<file path="src/rtl/mil1553_bus_sched_pkg.sv">
// Shared types and elaboration helpers for the 1553 bus scheduler.
package mil1553_bus_sched_pkg;

  typedef enum logic [2:0] {
    ST_IDLE, ST_LEAD, ST_XFER, ST_DRAIN, ST_RESP, ST_GAP
  } state_t;

  function automatic int max2(input int a, input int b);
    return (a > b) ? a : b;
  endfunction

  function automatic int cnt_w(input int maxv);
    return (maxv < 1) ? 1 : $clog2(maxv + 1);
  endfunction

  // Down-counter load value for an N-cycle phase; 0-length phases still last one cycle.
  function automatic int ld_val(input int n);
    return (n > 0) ? n - 1 : 0;
  endfunction

endpackage

</file>
<file path="src/rtl/mil1553_bus_sched_if.sv">
// Word stream (data, sync type, last) with valid/ready handshake.
interface mil1553_bus_sched_if;
  logic [15:0] tdata;
  logic [7:0]  tuser;
  logic        tvalid;
  logic        tlast;
  logic        tready;

  modport master (output tdata, tuser, tvalid, tlast, input tready);
  modport slave  (input tdata, tuser, tvalid, tlast, output tready);
endinterface

</file>
<file path="src/rtl/mil1553_rr_arb.sv">
// 2-way round-robin arbiter; pointer moves only when a message is retired.
module mil1553_rr_arb (
  input  logic       aclk,
  input  logic       arst,
  input  logic [1:0] req,
  input  logic       adv,
  input  logic [1:0] served,
  output logic [1:0] gnt
);
  logic prio;  // 1: s1 wins a tie

  always_ff @(posedge aclk or posedge arst) begin
    if (arst)     prio <= 1'b0;
    else if (adv) prio <= served[0];
  end

  always_comb begin
    gnt = req;
    if (req == 2'b11) gnt = prio ? 2'b10 : 2'b01;
  end
endmodule

</file>
<file path="src/rtl/mil1553_bus_sched.sv">
// Half-duplex 1553 scheduler: whole-message arbitration, en_tx lead/trail,
// response window and bus-idle gap before the next grant.
module mil1553_bus_sched
  import mil1553_bus_sched_pkg::*;
#(
  parameter int LEAD_CYCLES  = 2,
  parameter int TRAIL_CYCLES = 2,
  parameter int RESP_TIMEOUT = 28,
  parameter int GAP_CYCLES   = 8
) (
  input  logic                 aclk,
  input  logic                 arst,
  mil1553_bus_sched_if.slave   s0,
  mil1553_bus_sched_if.slave   s1,
  mil1553_bus_sched_if.master  m,
  input  logic                 tx_busy,
  input  logic                 rx_busy,
  output logic                 en_tx,
  output logic [1:0]           grant,
  output logic                 resp_ok,
  output logic                 resp_tmo
);
  localparam int CW = cnt_w(max2(max2(LEAD_CYCLES, TRAIL_CYCLES),
                                 max2(RESP_TIMEOUT, GAP_CYCLES)));
  localparam logic [CW-1:0] LEAD_LD  = CW'(ld_val(LEAD_CYCLES));
  localparam logic [CW-1:0] TRAIL_LD = CW'(ld_val(TRAIL_CYCLES));
  localparam logic [CW-1:0] RESP_LD  = CW'(ld_val(RESP_TIMEOUT));
  localparam logic [CW-1:0] GAP_LD   = CW'(ld_val(GAP_CYCLES));

  state_t        state, state_nxt;
  logic [CW-1:0] cnt, cnt_nxt;
  logic [1:0]    grant_nxt, arb_gnt;
  logic          ok_nxt, tmo_nxt, arb_adv;
  logic          xfer, sel_valid, sel_last;

  mil1553_rr_arb u_arb (
    .aclk   (aclk),
    .arst   (arst),
    .req    ({s1.tvalid, s0.tvalid}),
    .adv    (arb_adv),
    .served (grant),
    .gnt    (arb_gnt)
  );

  // Encoder port is a straight pass-through of the owner, gated to XFER.
  always_comb begin
    xfer      = (state == ST_XFER);
    sel_valid = grant[1] ? s1.tvalid : (grant[0] & s0.tvalid);
    sel_last  = grant[1] ? s1.tlast  : s0.tlast;
    m.tdata   = grant[1] ? s1.tdata  : s0.tdata;
    m.tuser   = grant[1] ? s1.tuser  : s0.tuser;
    m.tlast   = sel_last;
    m.tvalid  = xfer & sel_valid;
    s0.tready = xfer & grant[0] & m.tready;
    s1.tready = xfer & grant[1] & m.tready;
  end

  always_comb begin
    state_nxt = state;
    cnt_nxt   = cnt;
    grant_nxt = grant;
    ok_nxt    = 1'b0;
    tmo_nxt   = 1'b0;
    arb_adv   = 1'b0;
    case (state)
      ST_IDLE:
        if (!rx_busy && arb_gnt != 2'b00) begin
          grant_nxt = arb_gnt;
          state_nxt = (LEAD_CYCLES == 0) ? ST_XFER : ST_LEAD;
          cnt_nxt   = LEAD_LD;
        end
      ST_LEAD:
        if (cnt == '0) state_nxt = ST_XFER;
        else           cnt_nxt   = cnt - CW'(1);
      ST_XFER:
        if (sel_valid && m.tready && sel_last) begin
          state_nxt = ST_DRAIN;
          cnt_nxt   = TRAIL_LD;
        end
      ST_DRAIN:
        // Trail count only runs once the encoder has gone idle.
        if (tx_busy) cnt_nxt = TRAIL_LD;
        else if (cnt == '0) begin
          state_nxt = (RESP_TIMEOUT == 0) ? ST_GAP : ST_RESP;
          cnt_nxt   = (RESP_TIMEOUT == 0) ? GAP_LD : RESP_LD;
        end else cnt_nxt = cnt - CW'(1);
      ST_RESP:
        if (rx_busy || cnt == '0) begin
          ok_nxt    = rx_busy;
          tmo_nxt   = !rx_busy;
          state_nxt = ST_GAP;
          cnt_nxt   = GAP_LD;
        end else cnt_nxt = cnt - CW'(1);
      ST_GAP:
        if (rx_busy) cnt_nxt = GAP_LD;
        else if (cnt == '0) begin
          state_nxt = ST_IDLE;
          grant_nxt = 2'b00;
          arb_adv   = 1'b1;
        end else cnt_nxt = cnt - CW'(1);
      default: state_nxt = ST_IDLE;
    endcase
  end

  always_ff @(posedge aclk or posedge arst) begin
    if (arst) begin
      state    <= ST_IDLE;
      cnt      <= '0;
      grant    <= 2'b00;
      en_tx    <= 1'b0;
      resp_ok  <= 1'b0;
      resp_tmo <= 1'b0;
    end else begin
      state    <= state_nxt;
      cnt      <= cnt_nxt;
      grant    <= grant_nxt;
      en_tx    <= (state_nxt == ST_LEAD) || (state_nxt == ST_XFER) || (state_nxt == ST_DRAIN);
      resp_ok  <= ok_nxt;
      resp_tmo <= tmo_nxt;
    end
  end
endmodule

</file>
<file path="src/flat_wrapper.sv">
// flat-port wrapper written by rule: the top's interface ports become plain ports
module mil1553_bus_sched_flat import mil1553_bus_sched_pkg::*;
#(
  parameter int LEAD_CYCLES  = 2,
  parameter int TRAIL_CYCLES = 2,
  parameter int RESP_TIMEOUT = 28,
  parameter int GAP_CYCLES   = 8
)
  (aclk, arst, tx_busy, rx_busy, en_tx, grant, resp_ok, resp_tmo, s0_tdata, s0_tuser, s0_tvalid, s0_tlast, s0_tready, s1_tdata, s1_tuser, s1_tvalid, s1_tlast, s1_tready, m_tdata, m_tuser, m_tvalid, m_tlast, m_tready);
  mil1553_bus_sched_if s0_i ();
  mil1553_bus_sched_if s1_i ();
  mil1553_bus_sched_if m_i ();
  input  logic aclk;
  input  logic arst;
  input  logic tx_busy;
  input  logic rx_busy;
  output logic en_tx;
  output logic [1:0] grant;
  output logic resp_ok;
  output logic resp_tmo;
  input wire logic [$bits(s0_i.tdata)-1:0] s0_tdata;
  input wire logic [$bits(s0_i.tuser)-1:0] s0_tuser;
  input wire logic [$bits(s0_i.tvalid)-1:0] s0_tvalid;
  input wire logic [$bits(s0_i.tlast)-1:0] s0_tlast;
  output wire logic [$bits(s0_i.tready)-1:0] s0_tready;
  input wire logic [$bits(s1_i.tdata)-1:0] s1_tdata;
  input wire logic [$bits(s1_i.tuser)-1:0] s1_tuser;
  input wire logic [$bits(s1_i.tvalid)-1:0] s1_tvalid;
  input wire logic [$bits(s1_i.tlast)-1:0] s1_tlast;
  output wire logic [$bits(s1_i.tready)-1:0] s1_tready;
  output wire logic [$bits(m_i.tdata)-1:0] m_tdata;
  output wire logic [$bits(m_i.tuser)-1:0] m_tuser;
  output wire logic [$bits(m_i.tvalid)-1:0] m_tvalid;
  output wire logic [$bits(m_i.tlast)-1:0] m_tlast;
  input wire logic [$bits(m_i.tready)-1:0] m_tready;
  assign s0_i.tdata = s0_tdata;
  assign s0_i.tuser = s0_tuser;
  assign s0_i.tvalid = s0_tvalid;
  assign s0_i.tlast = s0_tlast;
  assign s0_tready = s0_i.tready;
  assign s1_i.tdata = s1_tdata;
  assign s1_i.tuser = s1_tuser;
  assign s1_i.tvalid = s1_tvalid;
  assign s1_i.tlast = s1_tlast;
  assign s1_tready = s1_i.tready;
  assign m_tdata = m_i.tdata;
  assign m_tuser = m_i.tuser;
  assign m_tvalid = m_i.tvalid;
  assign m_tlast = m_i.tlast;
  assign m_i.tready = m_tready;
  mil1553_bus_sched #(.LEAD_CYCLES(LEAD_CYCLES), .TRAIL_CYCLES(TRAIL_CYCLES), .RESP_TIMEOUT(RESP_TIMEOUT), .GAP_CYCLES(GAP_CYCLES)) u_core (.aclk(aclk), .arst(arst), .s0(s0_i), .s1(s1_i), .m(m_i), .tx_busy(tx_busy), .rx_busy(rx_busy), .en_tx(en_tx), .grant(grant), .resp_ok(resp_ok), .resp_tmo(resp_tmo));
endmodule
</file>
<file path="config.mk">
export PLATFORM = sky130hd
export DESIGN_NAME = mil1553_bus_sched_flat
export DESIGN_NICKNAME = d
export VERILOG_FILES = /design/src/rtl/mil1553_bus_sched_pkg.sv /design/src/rtl/mil1553_bus_sched_if.sv /design/src/rtl/mil1553_rr_arb.sv /design/src/rtl/mil1553_bus_sched.sv /design/src/flat_wrapper.sv
export SDC_FILE = /design/constraint.sdc
export NUM_CORES = 1
export LEC_CHECK = 0
export ABC_AREA = 0
export CORE_MARGIN = 2
export CORE_UTILIZATION = 37
export CTS_CLUSTER_SIZE = 40
export DETAILED_ROUTE_END_ITERATION = 8
export PLACE_DENSITY = 0.87
export SLEW_MARGIN = 25
export SYNTH_ARGS = -nofsm -noshare
export SYNTH_HDL_FRONTEND = slang
export SYNTH_HIERARCHICAL = 1
export SYNTH_SLANG_ARGS = --single-unit
</file>
<file path="constraint.sdc">
create_clock -name aclk -period 5.98 [get_ports aclk]
set_input_delay 1.495 -clock aclk [delete_from_list [all_inputs] [get_ports aclk]]
set_output_delay 1.495 -clock aclk [all_outputs]
set_load 0.1 [all_outputs]
</file>
==> summary by stage <==
Clock network
Buffers inserted during clock tree synthesis total 3. For this design, the sink count on the clock tree is 14. Counting along the longest clock path gives a buffer depth of 2. Buffers added to address setup during post-CTS repair amount to 0. Once the clock tree was built, the resizer swapped 0 gates to a different size. TritonCTS built the clock tree. The clock transition at the registers of the reported paths is approximately 0.07 ns.

The H-tree depth reported by CTS is 1. The root cell of the clock tree is clkbuf_4. The later pin in the worst-skew pair is clocked with a latency of about 0.27 ns. The number of hold-repair buffers added at the cts stage is 0.

Setup path
The library cell contributing the largest single delay on the critical path is clkdlybuf4s50_1. The largest single stage delay on the critical path is 1.14 ns. The worst setup path is captured at an output pin.

STA puts the critical path data required time at between 4 and 5 ns. The arrival time of data at the critical path endpoint is 3.26 ns. Of all nets on the critical path, the largest fanout is 1. Traced cell by cell, the critical path runs through clkdlybuf4s50_1 -> mux2_2 -> clkdlybuf4s50_1. The critical path in this run is classified as input port to output pin. STA classifies the critical path startpoint as an input port. The cell repeated most along the worst path is clkdlybuf4s50_1.

Global routing
The first-pass GRT wire length is 6250 µm. In the global route stage, met2 resource usage came out at between 40 and 50%. Entering global routing, the biggest net connects 33 pins.

The total track usage is between 20% and 30%. The highest-utilization routing layer at the global route stage is met2. Global routing finished with a remaining overflow of 0. Global routing used 5.25% of the available met3 tracks. The via count of the first global-routing pass came to 1373. The initial antenna violation count is 0. The met1 demand-to-capacity share in global routing is roughly 26%.

Timing
The final critical-path required period is roughly 4.8 ns. The tightest hold path in the finished design has a slack of about 0.57 ns. The worst pin sits at a relative slew slack of about 32%.

The max-slew violation count is 0. The slew at the pin closest to its max-slew limit is between 1 and 1.5 ns. Across the routed clock network, the largest skew measured is ~0.00096 ns. Setup total negative slack on the finished layout was measured at 0 ns. Setup violations remaining at the end of the flow were counted as 0. The final clock period utilization by the worst path is roughly four fifths. Setup repair after global routing left no endpoint under its margin. The number of failing hold endpoints at the final stage is 0. The highest clock frequency the design can meet is approximately 210 MHz.

Floorplan
The I/O pin count is 90. The die is 61.2 µm wide. In this run the vertical extent of the chip is about 61 µm. The die covers 3740 µm². The core area is approximately 3000 µm².

The count of standard-cell rows is 20. The starting density of the core is approximately two fifths.

Synth
The most common cell in the synthesized netlist is mux2_2. The number of register bits inferred by synthesis is 14. The mean instance size in the synthesized netlist is ~9 µm². Counting flops with a built-in enable in the synthesized netlist gives 0.

The area of the mapped netlist is around 1200 µm². dfrtp_1 takes more of the synthesized area than any other cell. The share of synthesized registers carrying an async set or reset is 100%. Sorting the synthesized cells by how often they occur yields mux2_2 (24), dfrtp_1 (14), inv_1 (9), o21ai_0 (9), nand2_1 (7). The number of warnings printed during yosys synthesis is 6. Sorting the synthesized cells by area gives the leading types as dfrtp_1 (29%), mux2_2 (22%), o21ai_0 (3.7%), nand2b_1 (3.1%), inv_1 (2.8%). The number of nets in the synthesized netlist is ~190. The count of distinct cell types in the synthesized netlist is 40. The sequential element share of the synthesized area is 29.0%. Synthesis produced a netlist whose cell count is 134. The most used flip-flop cell after synthesis is dfrtp_1.

In this run the biggest area consumer among cell types represents between 20 and 30% of the synthesized area.

Outcome
The run finished with clean final reports.

Cells and area
The final layout contains 279 nets. From synthesis to final layout, the design area changed by 75.7%. Cells with a size suffix above 1 make up 19.3% of the layout. The number of antenna diodes in the final layout is 0. The number of filler cells placed in the layout is ~260.

Detailed routing
In the routed design, unresolved DRC markers number 0. After detailed routing, the number of vias per cell comes to approximately 5.4. The first-pass iteration count of the detailed router is 4. The routed wire length per instance is 16.4 µm.

The post-detailed-routing wire length is 4310 µm. Detailed routing inserted a total of 1426 vias. The detail route stage leaves a number of antenna-violating nets equal to 0.

After the first detailed-routing iteration, the DRC count stood at between 90 and 100.

Pwr
For this design the static power due to leakage is 0.867 nW. Across the VDD grid, the largest voltage drop is 0.349 mV. Summing internal, switching and leakage power gives approximately 1.3 mW. The power density of the placed cells is about 590 nW/µm².

Placement
The congestion estimate from routability-driven global placement came to roughly 0.90. The quantity of I/O buffers inserted on ports is 89. The HPWL after detailed placement is 3490 µm.

Job
The max-cap violation count is 0.

Hold path
The worst hold path belongs to the class flop to flop.
## state kept, by name (all words and copies together), names as in the netlist
register           cells
u_core/resp_tmo        1
u_core/resp_ok         1
u_core/en_tx           1
u_core/state           3
u_core/cnt             5
u_core/grant           2
u_core/u_arb/prio      1
## path summary, 6_finish.rpt
path | startpoint | endpoint | slack [ns] | depth (start not counted)
min in group asynchronous | arst | u_core/u_arb/prio | 1.38 | 2
max in group asynchronous | arst | u_core/grant[1] | 4.08 | 2
worst max-delay path | s0_tdata[14] | m_tdata[14] | 1.22 | 3
worst min register to register | u_core/u_arb/prio | u_core/u_arb/prio | 0.57 | 2
worst min-delay path | u_core/u_arb/prio | u_core/u_arb/prio | 0.57 | 2
worst max register to register | u_core/cnt[0] | u_core/cnt[0] | 3.67 | 9
## per-layer routing
layer,up-vias,part of all wire (%)
met2,74,56
met5,-,0
met1,676,36
li1,664,-
met4,0,2.2
met3,12,6.3
## worst max-delay path, delay by kind of cell
| family | cells | cell delay (ns) |
|---|---|---|
| buffers and inverters | 2 | 1.62 |
| multiplexers | 1 | 0.15 |
## area by class of cell
| cell class | count | area, µm² | area share, % |
|---|---|---|---|
| Inverter | 10 | 40.0 | 1.88 |
| Multi-Input combinational cell | 102 | 786 | 37.0 |
| Sequential cell | 14 | 352 | 16.5 |
| Timing Repair Buffer | 89 | 871 | 41.0 |
| Tap cell | 44 | 55.1 | 2.59 |
| Clock buffer | 3 | 22.5 | 1.06 |
## logic make-up (layout without fill, tap and decap cells)
logic type | count (synthesis) | count (layout) | share of synthesized area (%)
AO/OA/AOI/OAI | 39 | 39 | 22.6
AND/OR/NAND/NOR | 37 | 37 | 17.9
buffers and inverters | 18 | 102 | 6.10
flip-flops | 14 | 14 | 29.0
adder cells (fa/ha/maj) | 2 | 2 | 2.07
multiplexers | 24 | 24 | 22.3
## cells in the final DEF (no fill, tap or decap), types with 2 or more instances in the layout
cell,n
nand3_1,2
nor4_1,2
and3_1,2
nand2_1,7
nor3_1,6
o21ai_1,2
ha_1,2
clkbuf_4,3
a21oi_1,6
nand2b_1,6
a32oi_1,2
nor2_1,5
nor2b_1,2
a31oi_1,2
o21ai_0,9
inv_1,9
a21o_1,3
mux2_2,24
dfrtp_1,13
buf_4,8
clkdlybuf4s50_1,81
and2_1,2
a22o_1,2
## power by group
group	switching, mW	internal, mW	total [mW]
clock	0.0275	0.0233	0.0508
sequential	0.102	0.136	0.238
combinational	0.672	0.303	0.975
## stage by stage
step	setup WS, ns	utilization (%)	std cells	area [µm²]
floorplan	0.755	-	134	1210
global placement	1.25	68.3	259	2100
detailed placement	1.22	68.3	259	2100
CTS	1.21	69.0	262	2120
global route	1.19	69.1	262	2130
finish	1.22	69.1	262	2130
Power figures use the tool's default switching activity.
